--- src/rtl/lsu_pkg.sv ---
// Shared definitions for the byte-serial load/store unit: ctrl codes, FSM states,
// access size and request legality helpers.
package lsu_pkg;

  localparam logic [2:0] CTRL_LB  = 3'b000;
  localparam logic [2:0] CTRL_LH  = 3'b001;
  localparam logic [2:0] CTRL_LW  = 3'b010;
  localparam logic [2:0] CTRL_LBU = 3'b100;
  localparam logic [2:0] CTRL_LHU = 3'b101;

  typedef enum logic [1:0] {
    IDLE,
    XFER,
    RESP
  } state_t;

  // Byte count from the size field; only 010 reaches the word case when legal.
  function automatic logic [2:0] byte_count(input logic [2:0] ctrl);
    case (ctrl[1:0])
      2'b00:   return 3'd1;
      2'b01:   return 3'd2;
      default: return 3'd4;
    endcase
  endfunction

  function automatic logic req_legal(input logic [2:0] ctrl, input logic we);
    case (ctrl)
      CTRL_LB, CTRL_LH, CTRL_LW: return 1'b1;
      CTRL_LBU, CTRL_LHU:        return !we;
      default:                   return 1'b0;
    endcase
  endfunction

endpackage

--- src/rtl/lsu_extend.sv ---
// Load data extension: sign/zero-extends an assembled little-endian load by ctrl.
// Purely combinational; no latency, no flow control.
module lsu_extend
  import lsu_pkg::*;
(
  input  logic [2:0]  ctrl,
  input  logic [31:0] asm_data,
  output logic [31:0] rdata
);

  always_comb begin
    rdata = '0;
    case (ctrl)
      CTRL_LB:  rdata = {{24{asm_data[7]}}, asm_data[7:0]};
      CTRL_LH:  rdata = {{16{asm_data[15]}}, asm_data[15:0]};
      CTRL_LW:  rdata = asm_data;
      CTRL_LBU: rdata = {24'h0, asm_data[7:0]};
      CTRL_LHU: rdata = {16'h0, asm_data[15:0]};
      default:  rdata = '0;
    endcase
  end

endmodule

--- src/rtl/lsu_byte_master.sv ---
// Byte-serial load/store initiator: N byte accesses, response N+1 cycles after accept (error: 1).
// One request at a time via req_ready; no response backpressure. LSU_MISALIGN_TRAP_EN traps misaligned half/word.
module lsu_byte_master
  import lsu_pkg::*;
#(
  parameter int ADDR_W = 32
) (
  input  logic              clk,
  input  logic              rst,
  input  logic              req_valid,
  output logic              req_ready,
  input  logic              req_we,
  input  logic [2:0]        req_ctrl,
  input  logic [ADDR_W-1:0] req_addr,
  input  logic [31:0]       req_wdata,
  output logic              rsp_valid,
  output logic [31:0]       rsp_rdata,
  output logic              rsp_err,
  output logic [ADDR_W-1:0] mem_addr,
  output logic              mem_re,
  output logic              mem_we,
  output logic [7:0]        mem_wdata,
  input  logic [7:0]        mem_rdata
);

  state_t            state;
  logic [ADDR_W-1:0] addr_q;
  logic [31:0]       wdata_q;
  logic [31:0]       asm_q;
  logic [2:0]        ctrl_q;
  logic              we_q;
  logic [1:0]        cnt;

  logic [1:0]        cnt_nxt;
  logic              last;
  logic              req_ok;
  logic [31:0]       asm_nxt;
  logic [31:0]       ext_data;

  assign cnt_nxt = cnt + 2'd1;
  assign last    = ({1'b0, cnt} == byte_count(ctrl_q) - 3'd1);

  // Assembly including the byte arriving this cycle, so the final byte extends without a bubble.
  always_comb begin
    asm_nxt = asm_q;
    asm_nxt[{cnt, 3'b000} +: 8] = mem_rdata;
  end

  always_comb begin
    req_ok = req_legal(req_ctrl, req_we);
`ifdef LSU_MISALIGN_TRAP_EN
    if (req_ctrl[1:0] == 2'b01 && req_addr[0])
      req_ok = 1'b0;
    if (req_ctrl == CTRL_LW && req_addr[1:0] != 2'b00)
      req_ok = 1'b0;
`endif
  end

  lsu_extend u_extend (
    .ctrl     (ctrl_q),
    .asm_data (asm_nxt),
    .rdata    (ext_data)
  );

  always_ff @(posedge clk or posedge rst) begin
    if (rst) begin
      state     <= IDLE;
      addr_q    <= '0;
      wdata_q   <= '0;
      asm_q     <= '0;
      ctrl_q    <= '0;
      we_q      <= 1'b0;
      cnt       <= '0;
      req_ready <= 1'b1;
      rsp_valid <= 1'b0;
      rsp_rdata <= '0;
      rsp_err   <= 1'b0;
      mem_addr  <= '0;
      mem_re    <= 1'b0;
      mem_we    <= 1'b0;
      mem_wdata <= '0;
    end else begin
      case (state)
        IDLE: begin
          if (req_valid) begin
            addr_q    <= req_addr;
            wdata_q   <= req_wdata;
            ctrl_q    <= req_ctrl;
            we_q      <= req_we;
            cnt       <= '0;
            asm_q     <= '0;
            req_ready <= 1'b0;
            if (req_ok) begin
              state     <= XFER;
              mem_addr  <= req_addr;
              mem_re    <= !req_we;
              mem_we    <= req_we;
              mem_wdata <= req_we ? req_wdata[7:0] : 8'h00;
            end else begin
              state     <= RESP;
              rsp_valid <= 1'b1;
              rsp_err   <= 1'b1;
              rsp_rdata <= '0;
            end
          end
        end
        XFER: begin
          if (!we_q)
            asm_q <= asm_nxt;
          if (last) begin
            state     <= RESP;
            mem_addr  <= '0;
            mem_re    <= 1'b0;
            mem_we    <= 1'b0;
            mem_wdata <= '0;
            rsp_valid <= 1'b1;
            rsp_err   <= 1'b0;
            rsp_rdata <= we_q ? 32'h0 : ext_data;
          end else begin
            cnt       <= cnt_nxt;
            mem_addr  <= addr_q + ADDR_W'(cnt_nxt);
            mem_wdata <= we_q ? wdata_q[{cnt_nxt, 3'b000} +: 8] : 8'h00;
          end
        end
        RESP: begin
          state     <= IDLE;
          rsp_valid <= 1'b0;
          rsp_err   <= 1'b0;
          rsp_rdata <= '0;
          req_ready <= 1'b1;
        end
        default: state <= IDLE;
      endcase
    end
  end

endmodule

--- config.mk ---
export PLATFORM = sky130hd
export DESIGN_NAME = lsu_byte_master
export DESIGN_NICKNAME = d
export VERILOG_FILES = /design/src/rtl/lsu_pkg.sv /design/src/rtl/lsu_extend.sv /design/src/rtl/lsu_byte_master.sv
export SDC_FILE = /design/constraint.sdc
export NUM_CORES = 1
export LEC_CHECK = 0
export ABC_CLOCK_PERIOD_IN_PS = 6200
export BUFFER_PORTS_ARGS = -buffer_cell sky130_fd_sc_hd__buf_2
export CELL_PAD_IN_SITES_DETAIL_PLACEMENT = 0
export CELL_PAD_IN_SITES_GLOBAL_PLACEMENT = 1
export CORE_MARGIN = 2
export CORE_UTILIZATION = 45
export DETAILED_ROUTE_END_ITERATION = 7
export PLACE_DENSITY = 0.78
export SETUP_SLACK_MARGIN = 0.2
export SLEW_MARGIN = 25
export SYNTH_ARGS = -nofsm -noshare
export SYNTH_HDL_FRONTEND = slang
export SYNTH_HIERARCHICAL = 1
export SYNTH_SLANG_ARGS = --single-unit
--- constraint.sdc ---
create_clock -name clk -period 6.2 [get_ports clk]
set_input_delay 0.62 -clock clk [delete_from_list [all_inputs] [get_ports clk]]
set_output_delay 0.62 -clock clk [all_outputs]
set_load 0.01 [all_outputs]
* Word-level counts from Yosys, hierarchy flattened
Cells that the tools add are included.
** Word-level totals
- Bits in writable memories :: 0
- ROM bits :: 0
- Bits in registers :: 181
- Memories kept :: 0
- Output and inout bits :: 77
- Input port bits :: 79
- Bits in latches :: 0
** Operators by class
- Shift operators :: 3
- Multipliers :: 0
- Equal/unequal tests :: 18
- Div/mod/pow operators :: 0
- Multiplexer cells :: 43
- $lt $le $gt $ge :: 0
- Add/subtract/negate cells :: 4
- Bitwise operators :: 0
- Reduce and logical (&&, ||, !) cells :: 18
** Operators by type and width (count)
- 32-bit 2-to-1 mux :: 9
- 32-bit one-hot mux with 5 select lines :: 1
- 32-bit one-hot mux with 2 select lines :: 2
- 32-bit one-hot mux with 3 select lines :: 1
- 8-bit 2-to-1 mux :: 5
- 32-bit by 2-bit adder with 32-bit output :: 1
- 32-bit bitwise mux :: 1
- 8-bit by 7-bit variable shift with 32-bit output, first input constant :: 1
- 32-bit by 6-bit indexed part select with 8-bit output :: 1
- 8-bit by 7-bit indexed part select with 32-bit output :: 1
- 8-bit one-hot mux with 2 select lines :: 1
- 3-bit equality test, second input constant :: 4
- 2-bit != test, second input constant :: 6
- 2-bit 2-to-1 mux :: 5
- 1-bit 2-to-1 mux :: 9
- 3-bit AND reduction :: 3
- 1-bit one-hot mux with 2 select lines :: 4
- 2-bit one-hot mux with 2 select lines :: 2
- 4-bit AND reduction :: 2
- 5-bit negation with 7-bit output :: 1
- 3-bit by 1-bit equality test with 1-bit output, second input constant :: 2
- 3-bit by 2-bit equality test with 1-bit output, second input constant :: 2
- 3-bit zero test :: 2
- 1-bit one-hot mux with 3 select lines :: 2
- 13 further kinds :: 18

* Depth between registers and ports, before layout
- Depth in word-level cells :: 7
- Mapped depth :: 12
- Depth with buffers taken out :: 10

* Modules after synthesis
The synthesis kept the hierarchy.
** By module, submodules not included
- lsu_byte_master :: cells an instance 826, times used 1, area each 8874.8 um^2
- lsu_extend :: cells an instance 71, times used 1, area each 593.1 um^2

* Worst setup path before layout
No wires, ideal clock.
- Kind :: reg2reg
- Start point :: reg cnt[0]
- End point :: reg rsp_rdata[15]
- Stages on the path, launching flop included :: 13
- Buffers on the path :: 3
- Arrival time :: 2537 ps
- Setup time :: 79 ps
- Path slack :: 3584 ps
- Cell sequence :: dfrtp_1 -> inv_1 -> ha_1 -> buf_2 -> nor3_1 -> nand2_1 -> o21ai_0 -> clkbuf_2 -> buf_2 -> mux2i_1 -> o2bb2ai_2 -> nand2_1 -> mux2i_1
** Between the ends
- Word-level cells in the longest chain between the ends :: 7
- Elaborated cells between the ends (all ways) :: 11
- Classes of those cells :: add/sub (1); eq/ne (2); shift (2); mux (5); reduce/logical (1)
** RTL lines
- start: declaration :: RTL line lsu_byte_master.sv:32 : logic [1:0] cnt;
- start signal: assignment :: RTL line lsu_byte_master.sv:120 : cnt <= cnt_nxt;
- 5-bit negation with 7-bit output (*) :: RTL line lsu_byte_master.sv:46 : asm_nxt[{cnt, 3'b000} +: 8] = mem_rdata;
- 8-bit by 7-bit indexed part select with 32-bit output or 8-bit by 7-bit variable shift with 32-bit output (tied branches) :: RTL line lsu_byte_master.sv:46
- 32-bit bitwise mux (*) :: RTL line lsu_byte_master.sv:46
- named net asm_nxt[7] :: RTL line lsu_byte_master.sv:37 : logic [31:0] asm_nxt;
- 32-bit one-hot mux with 5 select lines (*) :: RTL line lsu_extend.sv:13 : case (ctrl)
- named net ext_data[15] :: RTL line lsu_byte_master.sv:38 : logic [31:0] ext_data;
- 32-bit 2-to-1 mux (*) :: RTL line lsu_byte_master.sv:118 : rsp_rdata <= we_q ? 32'h0 : ext_data;
- 32-bit 2-to-1 mux (*) :: RTL line lsu_byte_master.sv:110 : if (last) begin
- 32-bit one-hot mux with 3 select lines (*) :: RTL line lsu_byte_master.sv:83 : case (state)
- end signal: assignment :: RTL line lsu_byte_master.sv:118
- end: declaration :: RTL line lsu_byte_master.sv:17 : output logic [31:0] rsp_rdata,
The timed path passes the listed nets; every way through them passes the cells marked *. The select of a mux whose other input is x is not followed.
A chain may end at the register's enable or synchronous reset.

* Final worst setup path
- Start point :: reg cnt[0]
- End point :: reg rsp_rdata[25]
The elaborated chain is that of the path after synthesis.

==> flow_summary.json <==
{
  "outcome": "completed",
  "gp_congestion": 0.785,
  "path_cells": "inv_1, ha_1, nand2_1, nor3_1, nand2_1, o21ai_0, nand4bb_4, o21ai_0, nand2_1, mux2i_1",
  "place_area_um2": 10400,
  "grt_pass1_wl_um": 37800,
  "syn_area_um2": 9470,
  "antenna_left": 0,
  "ff2ff_path_depth": 10,
  "io_pins": 156,
  "cts_hold_buf": 0,
  "yosysMostFrequentCell": "dfrtp_1",
  "dp.cells": 1281,
  "ys_top_cells_by_area": "dfrtp_1, mux2_2, mux2i_1, nand2_1, inv_1",
  "final_core_util": 0.529,
  "dieArea_um2": 22200,
  "worst_slack_ns": 2.15,
  "cts_root_buf": "clkbuf_16",
  "routed_via_density": 5.48,
  "slowest_delay_ns": 0.91,
  "clk_pin_slew_ns": 0.07,
  "clk_latency_ns": 0.43,
  "r2r-end": "rsp_rdata[25]",
  "die_x_um": 149,
  "grt_pass1_vias": 7141,
  "fin_skew_ns": 0.0106,
  "reg2reg_slack_ns": 2.15,
  "drc_errors": 0,
  "synth-seq-area-share": 0.479,
  "ys_seq_elements": 181,
  "via_count": 7209,
  "grt_max_degree": 82,
  "dp_hpwl_um": 15600,
  "setup_tns_ns": 0,
  "cpMaxStageDelayCell": "ha_1",
  "pwr-share-clk": 0.202,
  "ys.warnings.count": 6,
  "swShare": 0.396,
  "ys_async_sr_fraction": 1.00,
  "p_int_w": 0.00324,
  "crit_path_start_kind": "flop",
  "fin_area_um2": 11000,
  "fin_cells": 1316,
  "drtIter0Drc": 555,
  "power_frac_comb": 0.441,
  "leakagePower_nw": 4.97,
  "grt_overflow": 0,
  "synth_top_area_cell": "dfrtp_1",
  "clock_sinks": 181,
  "fin_nets": 1115,
  "hold_violations": 0,
  "core_um2": 20800,
  "cp_max_fo": 17,
  "postCtsSetupRepairBufs": 0,
  "synth_top_cells_by_count": "dfrtp_1, nand2_1, inv_1",
  "p_switching_w": 0.00213,
  "final.period_utilization": 0.654,
  "finalSetupViolCount": 0,
  "fmax_mhz": 247,
  "seqPwrFrac": 0.358,
  "cts_buffers": 17,
  "tightestPinTransition_ns": 0.993,
  "start_util": 0.455,
  "pre_cts_ws_ns": 2.07,
  "r2r_start": "cnt[0]",
  "synth-edff-count": 0,
  "wl_um": 23100,
  "cpMostUsedCell": "nand2_1",
  "rows": 53,
  "min_period_ns": 4.05,
  "grt_util_all_layers": 0.216,
  "io_buffer_count": 155,
  "hold_path_class": "primary input to async pin",
  "max_slew_margin": 0.338,
  "slew_violations": 0,
  "drive_above_1_share": 0.285,
  "crit_arrival_ns": 4.39,
  "ir_drop_mv": 0.276,
  "antenna_found_initial": 3,
  "drv_cap": 0,
  "syn_inst": 897,
  "synth_nets": 987,
  "worstSetupPathType": "flop to flop",
  "ctsResizeCount": 0,
  "ctsLongestPathBuffers": 2,
  "cts_tree": "built",
  "synth_top_area_share": 0.476,
  "rsz0062_at_grt": "false",
  "wl_per_cell_um": 17.5,
  "dr.pass1.iters": 5,
  "synthDistinctLibCells": 65,
  "synth_area_per_cell_um2": 10.6,
  "ys.flop_type": "dfrtp_1",
  "critPathCaptureType": "flop",
  "area_growth_pct": 16.4,
  "cp.required_ns": 6.54,
  "die_y_um": 149,
  "powerDensity_nw_per_um2": 487,
  "h-tree-depth": 4
}
==> logic make-up (layout without fill, tap and decap cells) <==
| logic type | Yosys count | after routing | share of synthesized area |
|---|---|---|---|
| simple gates | 212 | 212 | 0.114 |
| mux | 134 | 134 | 0.161 |
| other cells | 0 | 3 | 0 |
| fa+ha+maj | 11 | 11 | 0.0153 |
| flops | 181 | 181 | 0.479 |
| buf+inv | 144 | 285 | 0.0657 |
| compound gates | 190 | 190 | 0.142 |
| xor+xnor | 25 | 25 | 0.0231 |
==> registers in the layout, indices dropped and copies added, names as in the netlist <==
register	cells
rsp_err	1
asm_q	32
we_q	1
rsp_rdata	32
mem_addr	32
rsp_valid	1
addr_q	32
mem_wdata	8
req_ready	1
state	2
cnt	2
mem_we	1
ctrl_q	3
wdata_q	32
mem_re	1
==> through the flow <==
step | power (W) | hold slack (ns)
global route | 0.00576 | 0.219
finish | 0.00537 | 0.197
CTS | 0.00541 | 0.208
detailed placement | 0.00432 | 0.475
global placement | 0.00429 | 0.464
floorplan | 0.00369 | 0.466
==> area by class of cell <==
| type | instances | area, µm² |
|---|---|---|
| clock inverter | 12 | 129 |
| sequential | 181 | 4530 |
| inverter | 89 | 339 |
| fill | 1908 | 9800 |
| multi-input combinational | 572 | 4370 |
| tap | 275 | 344 |
| clock buffer | 20 | 457 |
| timing repair buffer | 164 | 847 |
| antenna | 3 | 7.51 |
==> per-layer routing <==
metal  global-route usage  vias up  part of all wire
li1                     -     3433                 -
met1                0.292     3612              0.46
met2                0.359      142              0.50
met3               0.0419       22             0.035
met4               0.0567        0             0.012
met5                    0        -                 0
==> worst max-delay path by stage <==
stage / depth (start not counted) / endpoint / start
after floorplan: 1 / addr_q[0] / rst
after global placement: 10 / rsp_rdata[25] / cnt[0]
after detailed placement: 10 / rsp_rdata[25] / cnt[0]
after CTS: 10 / rsp_rdata[25] / cnt[0]
after global routing: 10 / rsp_rdata[23] / cnt[0]
final: 10 / rsp_rdata[25] / cnt[0]
==> worst max-delay path: cells and delay by family, from the launching register on <==
kind,cells,cell delay (ns)
and+or+nand+nor,5,1.33
adders and majority gates,1,0.91
buffers and inverters,1,0.32
AOI/OAI and AO/OA,2,0.45
muxes,1,0.17
DFF,1,0.79
==> power by group through the flow <==
stage / Combinational, W / Sequential, W / Clock, W
after floorplan: 0.00178 / 0.00191 / 0
after global placement: 0.00236 / 0.00193 / 0
after detailed placement: 0.00238 / 0.00194 / 0
after CTS: 0.00239 / 0.00192 / 0.00110
after global routing: 0.00263 / 0.00197 / 0.00116
final: 0.00237 / 0.00192 / 0.00108
==> cell usage in the layout (no fill, tap or decap), types with 6 or more instances in the layout <==
cell type / instances
a21oi_1: 17
a221oi_1: 11
a22oi_1: 13
a32o_1: 32
and2_1: 12
and3_1: 12
buf_2: 155
buf_4: 8
clkbuf_16: 17
dfrtp_1: 180
ha_1: 10
inv_1: 88
mux2_2: 68
mux2i_1: 58
mux4_2: 8
nand2_1: 93
nand3_1: 15
nor2_1: 35
nor3_1: 6
nor4_1: 9
o21ai_0: 59
o21ai_1: 12
o2bb2ai_1: 9
o31a_1: 6
xnor2_1: 21
No activity file was read; power rests on OpenSTA's default activity.
